===== src/rtl/fetch_pkg.sv =====
// Shared types for the instruction fetch unit: queue entry layout, FSM states
// and the fixed instruction size.
package fetch_pkg;

    localparam int INSTR_BYTES = 4;

    typedef struct packed {
        logic [63:0] pc;
        logic [31:0] instr;
    } fetch_entry_t;

    typedef enum logic [1:0] {
        FETCH = 2'd0,
        FULL  = 2'd1,
        DRAIN = 2'd2
    } fetch_state_t;

endpackage


===== src/rtl/fetch_queue.sv =====
// Circular instruction FIFO between the L1 I-cache and decode; flush wins over
// push/pop, and the head reads as zero whenever the queue is empty.
module fetch_queue
    import fetch_pkg::*;
#(
    parameter int DEPTH = 4
) (
    input  logic                       clk,
    input  logic                       reset,
    input  logic                       push,
    input  logic                       pop,
    input  logic                       flush,
    input  fetch_entry_t               din,
    output fetch_entry_t               dout,
    output logic                       full,
    output logic                       empty,
    output logic [$clog2(DEPTH+1)-1:0] count
);

    localparam int PW = $clog2(DEPTH);
    localparam int CW = $clog2(DEPTH + 1);

    fetch_entry_t   mem_q [DEPTH];
    logic [PW-1:0]  wr_ptr_q, wr_ptr_d;
    logic [PW-1:0]  rd_ptr_q, rd_ptr_d;
    logic [CW-1:0]  cnt_q, cnt_d;
    logic           do_push, do_pop;

    assign full  = (cnt_q == CW'(DEPTH));
    assign empty = (cnt_q == '0);
    assign count = cnt_q;
    assign dout  = empty ? '0 : mem_q[rd_ptr_q];

    always_comb begin
        do_pop   = pop && !empty;
        do_push  = push && (!full || do_pop);
        wr_ptr_d = wr_ptr_q;
        rd_ptr_d = rd_ptr_q;
        cnt_d    = cnt_q;
        if (flush) begin
            wr_ptr_d = '0;
            rd_ptr_d = '0;
            cnt_d    = '0;
        end else begin
            // DEPTH is a power of two, so pointer overflow is the wrap.
            wr_ptr_d = wr_ptr_q + PW'(do_push);
            rd_ptr_d = rd_ptr_q + PW'(do_pop);
            cnt_d    = cnt_q + CW'(do_push) - CW'(do_pop);
        end
    end

    always_ff @(posedge clk or posedge reset) begin
        if (reset) begin
            wr_ptr_q <= '0;
            rd_ptr_q <= '0;
            cnt_q    <= '0;
        end else begin
            wr_ptr_q <= wr_ptr_d;
            rd_ptr_q <= rd_ptr_d;
            cnt_q    <= cnt_d;
        end
    end

    always_ff @(posedge clk) begin
        if (do_push && !flush) begin
            mem_q[wr_ptr_q] <= din;
        end
    end

endmodule


===== src/rtl/fetch_unit.sv =====
// Instruction fetch unit: sequential PC fetch from the L1 I-cache into a small
// queue, with redirects. Define FETCH_PERF_EN to add the STALL_CYCLES counter.
//
// state | meaning
// FETCH | requesting pc; hits are queued, misses hold pc
// FULL  | queue full, no request until decode pops
// DRAIN | redirect arrived mid-miss; wait for refill, drop it, jump to target
module fetch_unit
    import fetch_pkg::*;
#(
    parameter logic [63:0] RESET_PC    = 64'h0,
    parameter int          QUEUE_DEPTH = 4
) (
    input  logic        clk,
    input  logic        reset,
    output logic [63:0] I_R_ADDR,
    output logic        I_R_ADDR_VALID,
    input  logic [31:0] I_R_DATA,
    input  logic        I_R_DATA_VALID,
    input  logic        REDIRECT_VALID,
    input  logic [63:0] REDIRECT_PC,
    output logic [31:0] INSTR,
    output logic [63:0] INSTR_PC,
    output logic        INSTR_VALID,
`ifdef FETCH_PERF_EN
    output logic [31:0] STALL_CYCLES,
`endif
    input  logic        INSTR_READY
);

    localparam int CW = $clog2(QUEUE_DEPTH + 1);

    fetch_state_t  state_q, state_d;
    logic [63:0]   pc_q, pc_d;
    logic [63:0]   tgt_q, tgt_d;
    logic [63:0]   redirect_tgt;
    logic          q_push, q_pop, q_flush, q_full, q_empty;
    logic [CW-1:0] q_count;
    fetch_entry_t  q_din, q_dout;

    assign redirect_tgt   = REDIRECT_PC & ~64'(INSTR_BYTES - 1);
    assign I_R_ADDR       = pc_q;
    assign I_R_ADDR_VALID = !reset && (state_q != FULL);
    assign INSTR_VALID    = !q_empty;
    assign INSTR          = q_dout.instr;
    assign INSTR_PC       = q_dout.pc;

    always_comb begin
        state_d = state_q;
        pc_d    = pc_q;
        tgt_d   = tgt_q;
        q_push  = 1'b0;
        q_pop   = 1'b0;
        q_flush = 1'b0;
        q_din   = '{pc: pc_q, instr: I_R_DATA};
        case (state_q)
            FETCH: begin
                if (REDIRECT_VALID) begin
                    q_flush = 1'b1;
                    if (I_R_DATA_VALID) begin
                        pc_d = redirect_tgt;
                    end else begin
                        tgt_d   = redirect_tgt;
                        state_d = DRAIN;
                    end
                end else begin
                    q_pop = !q_empty && INSTR_READY;
                    if (I_R_DATA_VALID && !q_full) begin
                        q_push = 1'b1;
                        pc_d   = pc_q + 64'(INSTR_BYTES);
                        if (q_count == CW'(QUEUE_DEPTH - 1) && !q_pop) begin
                            state_d = FULL;
                        end
                    end
                end
            end
            FULL: begin
                if (REDIRECT_VALID) begin
                    q_flush = 1'b1;
                    pc_d    = redirect_tgt;
                    state_d = FETCH;
                end else if (INSTR_READY) begin
                    q_pop   = 1'b1;
                    state_d = FETCH;
                end
            end
            DRAIN: begin
                // Queue is already flushed here; the refill word is discarded.
                if (REDIRECT_VALID) begin
                    tgt_d = redirect_tgt;
                end else if (I_R_DATA_VALID) begin
                    pc_d    = tgt_q;
                    tgt_d   = '0;
                    state_d = FETCH;
                end
            end
            default: begin
                state_d = FETCH;
            end
        endcase
    end

    always_ff @(posedge clk or posedge reset) begin
        if (reset) begin
            state_q <= FETCH;
            pc_q    <= RESET_PC;
            tgt_q   <= '0;
        end else begin
            state_q <= state_d;
            pc_q    <= pc_d;
            tgt_q   <= tgt_d;
        end
    end

    fetch_queue #(
        .DEPTH (QUEUE_DEPTH)
    ) u_queue (
        .clk   (clk),
        .reset (reset),
        .push  (q_push),
        .pop   (q_pop),
        .flush (q_flush),
        .din   (q_din),
        .dout  (q_dout),
        .full  (q_full),
        .empty (q_empty),
        .count (q_count)
    );

`ifdef FETCH_PERF_EN
    logic [31:0] stall_q, stall_d;

    always_comb begin
        stall_d = stall_q;
        if (I_R_ADDR_VALID && !I_R_DATA_VALID && (stall_q != 32'hFFFF_FFFF)) begin
            stall_d = stall_q + 32'd1;
        end
    end

    always_ff @(posedge clk or posedge reset) begin
        if (reset) begin
            stall_q <= '0;
        end else begin
            stall_q <= stall_d;
        end
    end

    assign STALL_CYCLES = stall_q;
`endif

endmodule


===== config.mk =====
export PLATFORM = sky130hd
export DESIGN_NAME = fetch_unit
export DESIGN_NICKNAME = d
export VERILOG_FILES = /design/src/rtl/fetch_pkg.sv /design/src/rtl/fetch_queue.sv /design/src/rtl/fetch_unit.sv
export SDC_FILE = /design/constraint.sdc
export NUM_CORES = 1
export LEC_CHECK = 0
export CAP_MARGIN = 30
export CORE_MARGIN = 4
export CORE_UTILIZATION = 61
export DETAILED_ROUTE_END_ITERATION = 10
export GPL_TIMING_DRIVEN = 0
export PLACE_DENSITY = 0.88
export SLEW_MARGIN = 20
export SYNTH_ARGS = -nofsm -noshare
export SYNTH_HDL_FRONTEND = slang
export SYNTH_SLANG_ARGS = --single-unit

===== constraint.sdc =====
create_clock -name clk -period 18.7 [get_ports clk]
set_input_delay 2.805 -clock clk [delete_from_list [all_inputs] [get_ports clk]]
set_output_delay 2.805 -clock clk [all_outputs]
set_load 0.02 [all_outputs]

# Word level (Yosys, flattened, before mapping)
# Memories as Yosys holds them, arrays and structs flattened.
# Index checks and enable logic that the tools add are counted.
dict set report word_totals {
  mem_count 1
  inputBits 101
  regBits 137
  mem_bits_rw 384
}
# name words width read_ports rd_clocked_by_memory_dff write_ports line
set memory_table {}
lappend memory_table {u_queue.mem_q 4 96 1 0 1 fetch_queue.sv:23} ;# fetch_entry_t mem_q [DEPTH];
dict set report classes {
  add_sub_neg 5
  reduce_logical 21
  muxes 36
  eq_ne 16
}
# cell count
set op_table {}
lappend op_table {{two-way mux 64 bit} 10}
lappend op_table {{case mux 64 bit (3 select lines)} 1}
lappend op_table {{case mux 64 bit (2 select lines)} 1}
lappend op_table {{two-way mux 96 bit} 1}
lappend op_table {{adder 64 x 3 -> 64 bit, second input constant} 1}
lappend op_table {{two-way mux 2 bit} 10}
lappend op_table {{!= test 3 bit, second input constant} 6}
lappend op_table {{AND reduction 6 bit} 2}
lappend op_table {{two-way mux 1 bit} 10}
lappend op_table {{!= test 2 bit, second input constant} 5}
lappend op_table {{logical AND 1 bit} 7}
lappend op_table {{case mux 2 bit (3 select lines)} 1}
lappend op_table {{zero test 1 bit} 5}
lappend op_table {{adder 2 x 1 -> 2 bit} 2}
lappend op_table {{AND reduction 4 bit} 1}
lappend op_table {{adder 3 x 1 -> 3 bit} 1}
lappend op_table {{equality test 3 x 2 -> 1 bit, second input constant} 1}
lappend op_table {{equality test 3 bit, second input constant} 1}
lappend op_table {{zero test 3 bit} 1}
lappend op_table {{two-way mux 3 bit} 1}
lappend op_table {{nonzero test 3 bit} 1}
lappend op_table {{subtractor 3 x 1 -> 3 bit} 1}
lappend op_table {{equality test 2 x 1 -> 1 bit, second input constant} 1}
lappend op_table {{equality test 2 bit, second input constant} 1}
lappend op_table {{other kinds (6)} 6}

# Logic depth before layout (Yosys ltp)
# Gate-level depths: netlist of the first run.
dict set report logic_depth {
  word_depth 11
  ltp_mapped 15
}

# Modules after synthesis
# From an unflattened synthesis of the first run, not the netlist that was laid out.
dict set report unflattened {
  hier_cells 1666
  hier_area_um2 22920.7
}
# mod area_each_um2 cells_per_inst seq_area_each_um2 instances
set modules_own_cells {}
lappend modules_own_cells {fetch_queue 14924.3 647 11706.2 1}
lappend modules_own_cells {fetch_unit 7996.4 1019 3153.0 1}

# Worst setup path after synthesis of the first run
# Ideal clock, no wire load.
dict set report synth_timing {
  path_type {input -> register}
  startpoint {input port I_R_DATA_VALID}
  endpoint {memory u_queue.mem_q[1][0] (netlist bit), enable pin}
  slack_ns 7.957
  setup_time_ns 0.681
  stages 3
  arrival_time_ns 10.062
  t_required_ns 18.019
  cell_sequence {clkbuf_1 -> nand3_1 -> nor3b_1}
}
dict set report synth_between {
  elab_chain_cells 8
}
# element line
set synth_lines {}
lappend synth_lines {{start: declaration} fetch_unit.sv:19} ;# input logic I_R_DATA_VALID,
lappend synth_lines {{logical AND 1 bit} fetch_unit.sv:68} ;# if (I_R_DATA_VALID && !q_full) begin
lappend synth_lines {{two-way mux 1 bit} fetch_unit.sv:68}
lappend synth_lines {{two-way mux 1 bit} fetch_unit.sv:58} ;# if (REDIRECT_VALID) begin
lappend synth_lines {{two-way mux 1 bit} fetch_unit.sv:56} ;# case (state_q)
lappend synth_lines {{logical AND 1 bit} fetch_queue.sv:36} ;# do_push = push && (!full || do_pop);
lappend synth_lines {{logical AND 1 bit} fetch_queue.sv:65} ;# if (do_push && !flush) begin
lappend synth_lines {{two-way mux 1 bit} fetch_queue.sv:65}
lappend synth_lines {{two-way mux 1 bit (not written as such)} fetch_queue.sv:66} ;# mem_q[wr_ptr_q] <= din;
lappend synth_lines {{end: declaration} fetch_queue.sv:23}
# Every way passes these cells.

# Final worst setup path of the first run
dict set report layout_timing {
  startpoint {input port reset}
  endpoint {output port I_R_ADDR_VALID}
}
dict set report layout_between {
  elab_chain_cells 2
}
# element line
set layout_lines {}
lappend layout_lines {{start: declaration} fetch_unit.sv:15} ;# input logic reset,
lappend layout_lines {{zero test 1 bit (no line)} n/a}
lappend layout_lines {{logical AND 1 bit} fetch_unit.sv:43} ;# assign I_R_ADDR_VALID = !reset && (state_q != FULL);
lappend layout_lines {{end: declaration} fetch_unit.sv:17} ;# output logic I_R_ADDR_VALID,
# Every way passes these cells.

==> out/qor.yml, run 1 <==
cts_buffers: 52
critPathRequiredTime_ps: 15890
design.portCount: 263
outcome: "complete, no violations"
slew_headroom_pct: 33.98
final_area_um2: 28100
antenna_left: 0
final_nets: 2170
powerDensity_nw_per_um2: 170.9
fin_cells: 2568
tightest_slew_ps: 981.3
fin_ws_ps: 11830
finalPower_mw: 4.802
wl_per_cell_um: 29.19
crit_type: "in2out"
crit_path_end_kind: "output port"
synth_seq_cells: 509
synthCells: 1706
viasPerCell: 6.805
dp_slack_ps: 11830
cts_hold_buf: 0
die_h_um: 201.4
ys_warn_count: 0
drt_iter0_drc: 2569
utilization_pct: 76.39
start_util_pct: 62.03
start_kind: "primary input"
drv_slew: 0
vias: 17470
core_region_area_um2: 36790
clk_pin_slew_ps: 50
cts_resized: 0
grt_pass1_wl_um: 111300
p_leak_nw: 9.874
ys.flop_type: "edfxtp_1"
num_rows: 70
seq_area_frac_synth_pct: 64.06
cts_tree: "done"
min_period_ps: 6868
worstHoldPathType: "reg2reg"
syn_area_per_cell_um2: 13.38
root_buffer: "clkbuf_16"
synth_top_cell_area_share_pct: 49.48
clkLatencyLatePin_ps: 610
rsz0062_at_grt: "no"
grt_usage_pct: 36.31
cts_htree_levels: 2
grt_antenna_before_repair: 1
async_flop_share_pct: 26.13
die_area_um2: 40570
clock_path_buffers: 3
maxCapViolCount: 0
synth.area.top_cells: "edfxtp_1 49%, dfrtp_1 15%, mux4_2 9.3%"
area_growth_pct: 23.14
clock_skew_ps: 30.31
tns_ps: 0
drive_gt1_share_pct: 10.96
critPathMaxFanout: 2
yosysTopAreaCell: "edfxtp_1"
fmaxAchievable_ghz: 0.1456
cts.sinks: 509
ir_drop_v: 0.0001010
placed_area_um2: 26440
fin_crit_sh_pct: 36.73
finalSetupViolCount: 0
dr.pass1.iters: 7
grt_pass1_vias: 17330
hold_slack_ps: 468.9
overflow: 0
ys_types: 77
dp_hpwl_um: 51860
die_x_um: 201.4
port_buffers: 255
cp.arrival_ps: 4060
cts_setup_buffers: 0
syn_area_um2: 22820
synth_edf_count: 376
finalHoldViolations: 0
grt_max_degree: 76
drt_wl_total_um: 74970
dpl.cell_count: 2466
drc: 0
gp_congestion: 1.014
==> Yosys cell counts (all sizes together) (15+ instances only) <==
master / n
edfxtp: 376
and3: 17
nand4: 20
a21oi: 86
nor2: 91
nand2: 201
a22oi: 32
o21ai: 59
mux4: 94
nor3: 20
buf: 32
clkbuf: 92
a22o: 20
and2: 105
dfrtp: 133
nand3: 96
inv: 15
==> sequential cells by signal (all words and copies together) (netlist names) <==
name,flops
I_R_ADDR,62
state_q,2
tgt_q,62
u_queue.count,3
u_queue.mem_q,376
u_queue.rd_ptr_q,2
u_queue.wr_ptr_q,2
==> layer usage <==
layer / wire [µm] / GRT usage, % / share of wire (%) / up-vias
li1: - / - / - / 7266
met1: 27640 / 49.53 / 37 / 8559
met2: 35400 / 58.01 / 47 / 1395
met3: 8296 / 7.768 / 11 / 254
met4: 3631 / 14.82 / 4.8 / 0
met5: 0 / 0 / 0 / -
==> layout make-up <==
type / count / area [µm²]
diodes: 1 / 2.502
plain buffers: 124 / 491.7
clock buffers: 71 / 1393
clock inverters: 23 / 190.2
fillers: 2159 / 8685
inverters: 16 / 67.56
multi-input cells: 1060 / 7690
flip-flops and latches: 509 / 14620
well taps: 468 / 585.6
repair buffers: 296 / 3062
==> where the power goes <==
part / switching [mW] / leakage [nW] / internal (mW)
Sequential: 0.294 / 5.07 / 1.48
Clock: 0.437 / 0.769 / 0.549
Combinational: 1.19 / 4.04 / 0.850
Total: 1.92 / 9.87 / 2.88
==> worst paths after layout <==
path                                         endpoint  slack, ps                   start  cells past startpoint
setup / recovery                       I_R_ADDR_VALID      11830                   reset                      3
hold reg to reg                 tgt_q[44]$_DFFE_PP0P_        470   tgt_q[44]$_DFFE_PP0P_                      2
min in group asynchronous        tgt_q[2]$_DFFE_PP0P_       2630                   reset                      2
max in group asynchronous    I_R_ADDR[61]$_DFFE_PP0P_      15280                   reset                      3
hold / removal                  tgt_q[44]$_DFFE_PP0P_        470   tgt_q[44]$_DFFE_PP0P_                      2
setup reg to reg           u_queue.count[2]$_DFF_PP0_      14070  state_q[1]$_DFFE_PP0P_                     15
==> critical path, stage by stage <==
cell             delay (ps)
clkdlybuf4s50_1         510
nor2_1                  130
clkdlybuf4s50_1         620
==> logic make-up after synthesis <==
logic type	after synthesis	synth area share [%]
and+or+nand+nor	610	13.32
DFF	509	64.06
AOI/OAI and AO/OA	327	9.705
buffers and inverters	140	2.413
muxes	100	9.551
adders and majority gates	10	0.5812
xor gates and xnor gates	9	0.3454
other	1	0.01643
==> cell usage in the layout, fill, tap and decap left out, types with 7 or more instances in the layout <==
master	count
edfxtp_1	376
clkdlybuf4s50_1	255
nand2_1	201
dfrtp_1	133
clkbuf_1	109
and2_1	105
nand3_1	95
mux4_2	94
nor2_1	89
a21oi_1	86
o21ai_0	59
clkbuf_16	52
a22oi_1	32
buf_1	24
buf_4	22
a22o_1	20
nor3_1	18
nand4_1	18
and3_1	16
buf_6	16
inv_1	14
clkinv_1	13
a31oi_1	12
o22ai_1	12
a211oi_1	11
and4_1	11
a221oi_1	10
o31ai_1	10
or3_1	9
ha_1	9
a221o_1	7
Power figures use the tool's default switching activity.
==> inputs of run 2 (changes only) <==
--- a/config.mk
+++ b/config.mk
@@ -7,10 +7,10 @@
 export LEC_CHECK = 0
 export CAP_MARGIN = 30
 export CORE_MARGIN = 4
-export CORE_UTILIZATION = 61
+export CORE_UTILIZATION = 51
 export DETAILED_ROUTE_END_ITERATION = 10
 export GPL_TIMING_DRIVEN = 0
-export PLACE_DENSITY = 0.88
+export PLACE_DENSITY = 0.79
 export SLEW_MARGIN = 20
 export SYNTH_ARGS = -nofsm -noshare
 export SYNTH_HDL_FRONTEND = slang
==> constraint.sdc (replaced) <==
create_clock -name clk -period 5.5 [get_ports clk]
set_input_delay 0.825 -clock clk [delete_from_list [all_inputs] [get_ports clk]]
set_output_delay 0.825 -clock clk [all_outputs]
set_load 0.02 [all_outputs]
==> run 2 against run 1 <==
  * Register-to-register slack lost 13000 ps
  * Routed wire length shrank 8.4%
  * Setup slack got worse by 11000 ps
  * Non-clock buffer count down 9
  * Die area grew 19%
  * Sequential share of layout area is 0.51 points lower
  * Flip-flop and latch count unchanged
  * Clock-buffer cell count increased by 7
  * Worst hold slack got worse by 2.5 ps
  * Utilization fell by 12 points
  * Sequential power grew to 3.4 times the previous value
  * Clock power rose to 3.6 times the previous value
==> out/qor.yml, run 2 (synthesized netlist as in run 1, its figures left out) <==
outcome: "complete, no violations"
worstHoldPathType: "reg2reg"
timing.critical_path.slowest_cell_delay_ps: 720
dp_hpwl_um: 49650
area_growth_pct: 24.36
start_util_pct: 51.60
die_area_um2: 48190
cts_buffers: 52
rsz0062_at_grt: "no"
slew_headroom_pct: 32.88
min_period_ps: 4838
drc: 0
antenna_left: 0
crit_type: "reg2out"
cts.sinks: 509
largest_reg_flops: 376
clk_pin_slew_ps: 70
start_kind: "flip-flop"
port_buffers: 255
critPathMaxFanout: 10
finalSetupViolCount: 0
fin_crit_sh_pct: 87.96
drive_gt1_share_pct: 10.94
powerDensity_nw_per_um2: 576.1
crit_chain: "clkbuf_1 -> buf_1 -> buf_1 -> mux4_2 -> and2_1 -> clkdlybuf4s50_1"
final_area_um2: 28380
cts_htree_levels: 2
critPathRequiredTime_ps: 4680
dr.pass1.iters: 6
finalHoldViolations: 0
viasPerCell: 6.188
tightest_slew_ps: 998.5
drt_wl_total_um: 68680
fmaxAchievable_ghz: 0.2067
grt_pass1_vias: 16160
crit_top_cell: "buf_1"
wl_per_cell_um: 25.57
grt_antenna_before_repair: 1
gp_congestion: 0.9858
cp_slowest_cell: "buf_1"
clkLatencyLatePin_ps: 610
regMostFlops: "u_queue.mem_q"
finalPower_mw: 16.35
diodes: 0
cpLargestDelayFamily: "buffers and inverters"
die_x_um: 219.5
cts_tree: "done"
crit_path_end_kind: "output port"
ir_drop_v: 0.0002998
cts_setup_buffers: 0
design.portCount: 263
core_region_area_um2: 44220
die_h_um: 219.5
num_rows: 77
maxCapViolCount: 0
cp.arrival_ps: 4010
final_common_cell: "edfxtp_1"
vias: 16620
grt_usage_pct: 28.30
drt_iter0_drc: 2183
clock_skew_ps: 20.65
grt_max_degree: 81
final_cell_mix: "376 x edfxtp_1, 255 x clkdlybuf4s50_1, 201 x nand2_1"
cts_resized: 0
placed_area_um2: 26610
drv_slew: 0
fillers: 3219
root_buffer: "clkbuf_16"
grt_pass1_wl_um: 102500
clock_path_buffers: 3
critPathBufInv: 4
final_nets: 2161
p_leak_nw: 9.889
overflow: 0
cts_hold_buf: 0
-- run 2: final cells by class --
class / count / area (µm²) / share of cell area (%)
Sequential cell: 509 / 14620 / 51.51
Multi-Input combinational cell: 1060 / 7702 / 27.14
Timing Repair Buffer: 287 / 3042 / 10.72
Clock buffer: 78 / 1480 / 5.216
Tap cell: 592 / 740.7 / 2.610
Buffer: 124 / 490.5 / 1.728
Clock inverter: 20 / 236.5 / 0.8333
Inverter: 16 / 67.56 / 0.2381
-- run 2: per-layer routing --
layer	global-route usage (%)	wire [µm]	up-vias
met2	43.52	31650	952
met1	40.16	27340	8253
li1	-	-	7248
met4	11.40	3171	0
met5	0	0	-
met3	5.612	6524	168
-- run 2: final timing paths --
path | slack, ps | from | cells past startpoint | to
setup / recovery | 660 | u_queue.rd_ptr_q[0]$_DFF_PP0_ | 6 | INSTR_PC[35]
hold / removal | 470 | tgt_q[58]$_DFFE_PP0P_ | 2 | tgt_q[58]$_DFFE_PP0P_
setup reg to reg | 1060 | state_q[1]$_DFFE_PP0P_ | 15 | u_queue.count[2]$_DFF_PP0_
hold reg to reg | 470 | tgt_q[58]$_DFFE_PP0P_ | 2 | tgt_q[58]$_DFFE_PP0P_
max in group asynchronous | 4090 | reset | 3 | I_R_ADDR[55]$_DFFE_PP0P_
min in group asynchronous | 670 | reset | 2 | tgt_q[21]$_DFFE_PP0P_
-- run 2: per-stage QoR --
step | setup TNS [ps] | setup WS (ps) | cells | hold slack (ps) | utilization (%)
floorplan | 0 | 14.50 | 1709 | 438.7 | -
finish | 0 | 662.0 | 2686 | 466.4 | 64.17
detailed placement | 0 | 938.7 | 2583 | 456.0 | 60.16
global route | 0 | 350.7 | 2686 | 483.1 | 64.17
CTS | 0 | 509.0 | 2681 | 469.3 | 64.05
global placement | -907170 | -3245 | 2556 | 449.3 | 59.10
-- run 2: worst min-delay path, stage by stage, from the launching register on --
cell and delay (ps):
dfrtp_1 340, nand2_1 50, nand2_1 50
-- run 2: power by group --
group / internal [mW] / switching [mW]
logic: 2.89 / 3.94
registers: 5.03 / 0.929
clock network: 2.06 / 1.49
==> inputs of run 3 (changes only) <==
--- a/config.mk
+++ b/config.mk
@@ -10,8 +10,9 @@
 export CORE_UTILIZATION = 51
 export DETAILED_ROUTE_END_ITERATION = 10
 export GPL_TIMING_DRIVEN = 0
-export PLACE_DENSITY = 0.79
+export PLACE_DENSITY = 0.78
 export SLEW_MARGIN = 20
 export SYNTH_ARGS = -nofsm -noshare
 export SYNTH_HDL_FRONTEND = slang
+export SYNTH_HIERARCHICAL = 1
 export SYNTH_SLANG_ARGS = --single-unit
==> run 3 against run 2 <==
  * Sequential power up 1%
  * Synthesized area up 0.44%
  * Routed wire length is 1.8% lower
  * Final cell count down 0.89%
  * Utilization hardly changed
  * Maximum frequency grew 2.4%
  * Critical path type is now reg2reg
  * Highest routed layer unchanged
==> out/qor.yml, run 3 <==
root_buffer: "clkbuf_16"
drt_wl_total_um: 67470
grt_usage_pct: 27.82
critPathMaxFanout: 11
syn_area_um2: 22920
ff2ff_setup_slack_ps: 780
outcome: "complete, no violations"
clk_pin_slew_ps: 60
area_growth_pct: 24.11
synth_edf_count: 384
core_region_area_um2: 44320
grt_pass1_wl_um: 101400
fin_crit_sh_pct: 85.87
powerDensity_nw_per_um2: 562.8
synthTopCellsByCount: "384 x edfxtp_1, 199 x nand2_1, 133 x dfrtp_1"
cts_htree_levels: 2
ir_drop_v: 0.0002705
p_leak_nw: 9.859
finalPower_mw: 16.01
ys_types: 74
diodes: 0
syn_area_per_cell_um2: 13.76
clock_skew_ps: 39.07
start_util_pct: 51.72
regMostFlops: "u_queue/mem_q"
tightest_slew_ps: 973.8
synthCells: 1666
grt_pass1_vias: 16160
crit_type: "reg2reg"
cp.arrival_ps: 5020
start_kind: "flip-flop"
drt_iter0_drc: 2000
antenna_left: 0
synth_top_cell_area_share_pct: 50.31
ys_warn_count: 6
die_area_um2: 48400
finalHoldViolations: 0
fin_ws_ps: 777.4
cts.sinks: 517
seq_area_frac_synth_pct: 64.83
die_h_um: 220.0
cts_setup_buffers: 0
dp_slack_ps: 393.3
critPathRequiredTime_ps: 5800
cts_hold_buf: 0
slew_headroom_pct: 34.48
cpLargestDelayFamily: "buffers and inverters"
worstHoldPathType: "reg2reg"
gp_congestion: 0.9649
viasPerCell: 6.202
critPathBufInv: 8
final_cell_mix: "384 x edfxtp_1, 258 x clkdlybuf4s50_1, 199 x nand2_1"
drive_gt1_share_pct: 12.42
yosysTopAreaCell: "edfxtp_1"
clkLatencyLatePin_ps: 610
num_rows: 77
grt_max_degree: 79
cp_slowest_cell: "nor4b_4"
cts_buffers: 51
cts_tree: "done"
min_period_ps: 4723
finalSetupViolCount: 0
grt_antenna_before_repair: 1
clock_path_buffers: 3
rsz0062_at_grt: "no"
dp_hpwl_um: 49260
dr.pass1.iters: 6
final_common_cell: "edfxtp_1"
maxCapViolCount: 0
fmaxAchievable_ghz: 0.2117
overflow: 0
crit_path_end_kind: "flip-flop"
cts_resized: 0
async_flop_share_pct: 25.73
timing.critical_path.slowest_cell_delay_ps: 810
design.portCount: 263
crit_top_cell: "buf_6"
synth.area.top_cells: "edfxtp_1 50%, dfrtp_1 15%, mux4_2 9.4%"
vias: 16510
die_x_um: 220.0
wl_per_cell_um: 25.35
yosysMostFrequentCell: "edfxtp_1"
crit_chain: "inv_1 -> ha_1 -> clkbuf_1 -> clkbuf_1 -> buf_1 -> o211a_1 -> nor2b_1 -> nor4b_4 -> buf_6 -> buf_4 -> buf_6 -> buf_6"
largest_reg_flops: 384
drc: 0
synth_seq_cells: 517
drv_slew: 0
port_buffers: 258
final_nets: 2138
ys.flop_type: "edfxtp_1"
## run 3: changes by cell type in the layout (fill, tap and decap cells not counted), sizes merged, moves of 20 or more
cell / before / now
and2: 105 / 5
buf: 64 / 84
clkbuf: 170 / 144
nand3: 96 / 27
nor2b: 6 / 99
o21ai: 59 / 105
## run 3: where the power goes
group	leakage [nW]	internal, mW	switching [mW]
clock network	0.782	1.92	1.44
logic	3.96	2.72	3.90
registers	5.12	5.09	0.938
## run 3: area by class of cell
type / count / area [µm²]
flip-flops and latches: 517 / 14860
inverters: 19 / 78.83
well taps: 592 / 740.7
clock inverters: 22 / 197.7
multi-input cells: 1026 / 7564
fillers: 3266 / 15870
clock buffers: 73 / 1404
plain buffers: 113 / 518.0
repair buffers: 300 / 3084
## run 3: cell families (layout without fill, tap and decap cells)
logic type | count (synthesis) | in the layout | share of synthesized area, %
xor+xnor | 10 | 10 | 0.3821
fa+ha+maj | 9 | 9 | 0.5241
mux | 106 | 106 | 9.886
flops | 517 | 517 | 64.83
compound gates | 366 | 366 | 10.49
buf+inv | 132 | 527 | 2.566
simple gates | 525 | 525 | 11.31
other cells | 1 | 10 | 0.01636
## run 3: layer usage
| layer | wire, µm | global-route usage [%] | vias up | part of all wire [%] |
|---|---|---|---|---|
| li1 | - | - | 7145 | - |
| met1 | 27520 | 39.86 | 8225 | 41 |
| met2 | 31340 | 43.13 | 961 | 46 |
| met3 | 5893 | 5.033 | 178 | 8.7 |
| met4 | 2718 | 10.28 | 0 | 4.0 |
| met5 | 0 | 0 | - | 0 |
## run 3: path summary, 6_finish.rpt
kind / endpoint / from / cells past startpoint
max: u_queue/mem_q[2][48]$_DFFE_PP_ / state_q[1]$_DFFE_PP0P_ / 12
min: tgt_q[29]$_DFFE_PP0P_ / tgt_q[29]$_DFFE_PP0P_ / 2
max reg2reg: u_queue/mem_q[2][48]$_DFFE_PP_ / state_q[1]$_DFFE_PP0P_ / 12
min reg2reg: tgt_q[29]$_DFFE_PP0P_ / tgt_q[29]$_DFFE_PP0P_ / 2
max in group asynchronous: tgt_q[56]$_DFFE_PP0P_ / reset / 3
min in group asynchronous: u_queue/count[2]$_DFF_PP0_ / reset / 2
## run 3: stage by stage
step / setup TNS (ps) / std cells / util [%] / area, µm² / hold slack (ps)
after global placement: -1294440 / 2525 / 59.42 / 26340 / 461.8
after floorplan: -2113 / 1675 / - / 23010 / 449.7
after detailed placement: 0 / 2567 / 60.57 / 26840 / 470.9
after CTS: 0 / 2662 / 64.19 / 28450 / 484.4
final: 0 / 2662 / 64.19 / 28450 / 486.4
after global routing: 0 / 2662 / 64.19 / 28450 / 504.7
## run 3: worst reg2reg max path: cells and delay by family, from the launching register on
kind	cells	cell delay (ps)
fa+ha+maj	1	150
buf+inv	8	2480
simple gates	2	1020
compound gates	1	390
flops	1	410
